===== src/rtl/pipe_stall_ctrl_pkg.sv =====
// Shared types and constants for the pipeline stall/flush sequencer.
package pipe_stall_ctrl_pkg;

  typedef enum logic [0:0] {MEMC_IDLE, MEMC_WAIT} memc_state_t;

  localparam logic [1:0] RESULT_SRC_LOAD = 2'b01;
  localparam logic [4:0] REG_ZERO        = 5'd0;

  // A load in EX whose destination is read by the instruction in ID; x0 never hazards.
  function automatic logic load_use_hazard(input logic [1:0] result_src_e,
                                           input logic [4:0] rd_e,
                                           input logic [4:0] rs1_d,
                                           input logic [4:0] rs2_d);
    return (result_src_e == RESULT_SRC_LOAD) && (rd_e != REG_ZERO) &&
           ((rs1_d == rd_e) || (rs2_d == rd_e));
  endfunction

endpackage


===== src/rtl/pipe_stall_ctrl_dmem_wait_fsm.sv =====
// Request/ready handshake tracker for multi-cycle data-memory accesses,
// with a saturating wait counter and a sticky timeout flag.
module dmem_wait_fsm
  import pipe_stall_ctrl_pkg::*;
#(
  parameter int unsigned TIMEOUT_CYC = 255
) (
  input  logic clk,
  input  logic rst,
  input  logic mem_acc_m,
  input  logic dmem_ready,
  output logic mem_stall,
  output logic dmem_req,
  output logic mem_timeout
);

  localparam logic [15:0] TIMEOUT_VAL = 16'(TIMEOUT_CYC);

  memc_state_t state_q, state_d;
  logic [15:0] wait_cnt_q, wait_cnt_d;
  logic        mem_timeout_q, mem_timeout_d;

  always_comb begin
    state_d       = state_q;
    wait_cnt_d    = wait_cnt_q;
    mem_timeout_d = mem_timeout_q;
    mem_stall     = 1'b0;
    dmem_req      = 1'b0;
    unique case (state_q)
      MEMC_IDLE: begin
        dmem_req = mem_acc_m;
        if (mem_acc_m && !dmem_ready) begin
          mem_stall  = 1'b1;
          state_d    = MEMC_WAIT;
          wait_cnt_d = 16'd1;
        end
      end
      MEMC_WAIT: begin
        dmem_req = 1'b1;
        if (dmem_ready) begin
          state_d    = MEMC_IDLE;
          wait_cnt_d = 16'd0;
        end else begin
          mem_stall = 1'b1;
          // No abort on timeout: the access keeps waiting, only the flag is raised.
          if (wait_cnt_q == TIMEOUT_VAL) mem_timeout_d = 1'b1;
          else                           wait_cnt_d    = wait_cnt_q + 16'd1;
        end
      end
    endcase
    if (rst) begin
      mem_stall = 1'b0;
      dmem_req  = 1'b0;
    end
  end

  always_ff @(posedge clk) begin
    if (rst) begin
      state_q       <= MEMC_IDLE;
      wait_cnt_q    <= 16'd0;
      mem_timeout_q <= 1'b0;
    end else begin
      state_q       <= state_d;
      wait_cnt_q    <= wait_cnt_d;
      mem_timeout_q <= mem_timeout_d;
    end
  end

  assign mem_timeout = mem_timeout_q;

endmodule


===== src/rtl/pipe_stall_ctrl.sv =====
// Central stall/flush sequencer for the 5-stage RV32I pipeline: memory wait,
// branch flush and load-use bubble resolution plus a stall-cycle counter.
module pipe_stall_ctrl
  import pipe_stall_ctrl_pkg::*;
#(
  parameter int unsigned TIMEOUT_CYC = 255,
  parameter int unsigned CNT_W       = 32
) (
  input  logic             clk,
  input  logic             rst,
  input  logic [4:0]       Rs1D,
  input  logic [4:0]       Rs2D,
  input  logic [4:0]       RdE,
  input  logic             LoadE,
  input  logic             PCSrcE,
  input  logic             MemAccM,
  input  logic             dmem_ready,
  output logic             dmem_req,
  output logic             StallF,
  output logic             StallD,
  output logic             FlushD,
  output logic             StallE,
  output logic             FlushE,
  output logic             StallM,
  output logic             FlushW,
  output logic [CNT_W-1:0] stall_cycles,
  output logic             mem_timeout
);

  logic             mem_stall;
  logic             lw_stall;
  logic [CNT_W-1:0] stall_cycles_q, stall_cycles_d;

  dmem_wait_fsm #(
    .TIMEOUT_CYC(TIMEOUT_CYC)
  ) u_dmem_wait_fsm (
    .clk        (clk),
    .rst        (rst),
    .mem_acc_m  (MemAccM),
    .dmem_ready (dmem_ready),
    .mem_stall  (mem_stall),
    .dmem_req   (dmem_req),
    .mem_timeout(mem_timeout)
  );

  assign lw_stall = load_use_hazard({1'b0, LoadE}, RdE, Rs1D, Rs2D);

  // Memory stall freezes everything and defers branch/load-use handling until EX moves.
  always_comb begin
    StallF = 1'b0;
    StallD = 1'b0;
    FlushD = 1'b0;
    StallE = 1'b0;
    FlushE = 1'b0;
    StallM = 1'b0;
    FlushW = 1'b0;
    if (rst) begin
      StallF = 1'b0;
    end else if (mem_stall) begin
      StallF = 1'b1;
      StallD = 1'b1;
      StallE = 1'b1;
      StallM = 1'b1;
      FlushW = 1'b1;
    end else if (PCSrcE) begin
      FlushD = 1'b1;
      FlushE = 1'b1;
    end else if (lw_stall) begin
      StallF = 1'b1;
      StallD = 1'b1;
      FlushE = 1'b1;
    end
  end

  always_comb begin
    stall_cycles_d = stall_cycles_q;
    if (StallF && (stall_cycles_q != {CNT_W{1'b1}}))
      stall_cycles_d = stall_cycles_q + CNT_W'(1);
  end

  always_ff @(posedge clk) begin
    if (rst) stall_cycles_q <= '0;
    else     stall_cycles_q <= stall_cycles_d;
  end

  assign stall_cycles = stall_cycles_q;

endmodule

===== config.mk =====
export PLATFORM = sky130hd
export DESIGN_NAME = pipe_stall_ctrl
export DESIGN_NICKNAME = d
export VERILOG_FILES = /design/src/rtl/pipe_stall_ctrl_pkg.sv /design/src/rtl/pipe_stall_ctrl_dmem_wait_fsm.sv /design/src/rtl/pipe_stall_ctrl.sv
export SDC_FILE = /design/constraint.sdc
export NUM_CORES = 1
export LEC_CHECK = 0
export CAP_MARGIN = 15
export CORE_UTILIZATION = 51
export CTS_CLUSTER_SIZE = 10
export DETAILED_ROUTE_END_ITERATION = 8
export GPL_ROUTABILITY_DRIVEN = 0
export PLACE_DENSITY = 0.85
export SLEW_MARGIN = 10
export SYNTH_ARGS = -nofsm -noshare
export SYNTH_HDL_FRONTEND = slang
export SYNTH_SLANG_ARGS = --single-unit

===== constraint.sdc =====
create_clock -name clk -period 2.2 [get_ports clk]
set_input_delay 0.33 -clock clk [delete_from_list [all_inputs] [get_ports clk]]
set_output_delay 0.33 -clock clk [all_outputs]
set_load 0.02 [all_outputs]

==> results.json <==
{
  "outcome": "finished with violations",
  "failed_checks": "negative setup slack",
  "num-fill-cells": 382,
  "synth_mux_area_frac": 0.0188,
  "final_nets": 473,
  "mostFrequentLayoutCell": "dfxtp_1",
  "clk_path_buf_depth": 2,
  "cp_data_required_time_ns": 1.87,
  "synthXorXnorAreaFrac": 0.0672,
  "die-width_um": 77.0,
  "vias": 3092,
  "drive_above_1_share": 0.188,
  "arrival_ns": 1.89,
  "cts_sinks": 50,
  "worstPathMaxFanout": 3,
  "start_util": 0.544,
  "seq_area_frac_synth": 0.349,
  "synth_top_area_cell": "dfxtp_1",
  "drtIter0Drc": 266,
  "dieArea_um2": 5930,
  "fin_ws_ns": -0.0229,
  "final-hold-violation-count": 0,
  "core-area_um2": 5270,
  "area_delta_synth_final_pct": 41.7,
  "synth-compound-area-share": 0.189,
  "wl_mm": 8.04,
  "antenna_found_initial": 0,
  "portBuffers": 61,
  "syn_area_um2": 2870,
  "synthSimpleGateAreaFrac": 0.320,
  "clock_skew_ns": 0.00700,
  "rows": 26,
  "cts-buffers-inserted": 5,
  "slew_viol_final": 0,
  "grt_usage": 0.266,
  "relSlewSlack": 0.653,
  "ys_async_sr_fraction": 0,
  "grt_pass1_wl_mm": 13.0,
  "grt_max_degree": 26,
  "setup-tns-final_ns": -0.0414,
  "synth.top_cell.area_share": 0.349,
  "root_buffer": "clkbuf_8",
  "syn_nets": 372,
  "grt-ovfl-total": 0,
  "power.density_nw_per_um2": 423,
  "hold_path_class": "reg -> reg",
  "cap_violations": 0,
  "ys_warn_count": 0,
  "yosys_most_used_dff": "dfxtp_1",
  "synth_cells": 349,
  "fin_crit_sh": 1.01,
  "synth_top_family_by_area": "simple AND/OR/NAND/NOR gates",
  "chipHeight_um": 77.0,
  "leakage_nw": 1.60,
  "clk_pin_slew_ns": 0.09,
  "period_needed_ns": 2.22,
  "pre_cts_slack_ns": -0.569,
  "firstDrtPassIters": 4,
  "grt_pass1_vias": 2967,
  "wire_per_inst_um": 15.4,
  "dp_hpwl_mm": 5.59,
  "setup_viol": 2,
  "final_antenna_net_count": 0,
  "routed_via_density": 5.93,
  "ys_seq_elements": 50,
  "crit_path_end_kind": "output port",
  "synth_edf_count": 0,
  "ys_types": 58,
  "htree_levels": 2,
  "fmax_mhz": 450,
  "mostFrequentLayoutCells": "dfxtp_1 (50), clkdlybuf4s50_1 (41), buf_4 (40)",
  "drc": 0,
  "synth_area_leaders": "dfxtp_1 (35%), nor2_1 (4.6%), nand3_1 (4.0%)",
  "grt_setup_unrepaired": "yes",
  "worst_pin_slew_ns": 0.517,
  "num_io_pins": 62,
  "n_antenna_cell": 0,
  "worstSetupPathType": "in -> out",
  "vdd_drop_max_v": 0.000295,
  "insertion_delay_ns": 0.30,
  "cts_tree": "yes",
  "avgSynthCellArea_um2": 8.22,
  "synth_fa_ha_area_frac": 0.00873,
  "critical_path.startpoint_type": "input pin"
}
[metrics by stage]
stage | power (W) | instances | hold WS (ns) | instance area [um2] | util
final | 0.00172 | 521 | 0.471 | 4060 | 0.771
after global routing | 0.00178 | 521 | 0.506 | 4060 | 0.771
after CTS | 0.00171 | 519 | 0.475 | 3940 | 0.748
after detailed placement | 0.00115 | 510 | 0.459 | 3830 | 0.726
after global placement | 0.00115 | 510 | 0.453 | 3830 | 0.726
after floorplan | 0.00104 | 349 | 0.465 | 2870 | -
[critical path, cell delays in order]
cell and delay (ns):
dlygate4sd2_1 0.26, buf_4 0.15, xnor2_2 0.18, nand3_2 0.13, o22ai_4 0.26, buf_6 0.13
a21oi_1 0.05, nor3_1 0.19, buf_2 0.20
[flip-flops by register name (all words and copies together) (netlist names)]
| signal | flops |
|---|---|
| stall_cycles | 32 |
| u_dmem_wait_fsm.wait_cnt_q | 16 |
| u_dmem_wait_fsm.mem_timeout | 1 |
| u_dmem_wait_fsm.state_q | 1 |
[Yosys cell counts, drive strengths merged (2+ instances only)]
cell type / instances
o21a: 11
nor2b: 5
o31a: 3
nor2: 35
o2111ai: 2
nand4: 18
a21oi: 21
or3: 5
inv: 15
o31ai: 8
xnor2: 10
and2: 3
mux2i: 2
ha: 2
nor3: 10
a311oi: 2
o21ai: 16
clkbuf: 4
nand3: 23
nand2: 27
dfxtp: 50
o311ai: 2
xor2: 12
and3: 10
nor3b: 2
o41ai: 4
buf: 8
nor4: 9
or4: 11
mux2: 3
[timing repair]
item | in CTS | in global routing
endpoints found under the setup margin | 16 | 14
gates cloned | 0 | 0
hold buffers | 0 | 0
resized for setup | 33 | 24
setup buffers | 1 | 2
pin swaps | 4 | 15
[power by group]
part           total, W  switching [W]  internal (W)
registers      0.000911     0.00000331      0.000908
clock network  0.000563       0.000308      0.000255
logic          0.000246       0.000122      0.000124
total           0.00172       0.000433       0.00129
[area by class of cell]
class / instances / area [um2] / area share
clock buffers: 7 / 86.3 / 0.0212
clock inverters: 1 / 5.00 / 0.00123
inverters: 15 / 56.3 / 0.0139
multi-input cells: 272 / 1840 / 0.452
flip-flops and latches: 50 / 1000 / 0.246
well taps: 70 / 87.6 / 0.0216
repair buffers: 106 / 991 / 0.244
[cell families after synthesis]
kind of cell | Yosys count
simple gates | 165
compound gates | 78
buf+inv | 27
flops | 50
fa+ha+maj | 2
mux | 5
xor+xnor | 22
[path summary, 6_finish.rpt]
| path | startpoint | endpoint | slack, ns | cells past startpoint |
|---|---|---|---|---|
| setup reg to reg | stall_cycles[8] | stall_cycles[28] | 0.08 | 5 |
| hold reg to reg | u_dmem_wait_fsm.mem_timeout | u_dmem_wait_fsm.mem_timeout | 0.47 | 2 |
| hold / removal | u_dmem_wait_fsm.mem_timeout | u_dmem_wait_fsm.mem_timeout | 0.47 | 2 |
| setup / recovery | RdE[4] | FlushE | -0.02 | 9 |
[routing by layer]
metal | global-route usage | vias up | wire length (um)
li1 | - | 1500 | -
met1 | 0.321 | 1478 | 3440
met2 | 0.467 | 93 | 4080
met3 | 0.0440 | 21 | 356
met4 | 0.108 | 0 | 162
met5 | 0 | - | 0
Note: power is estimated with default switching activity, not from simulation.
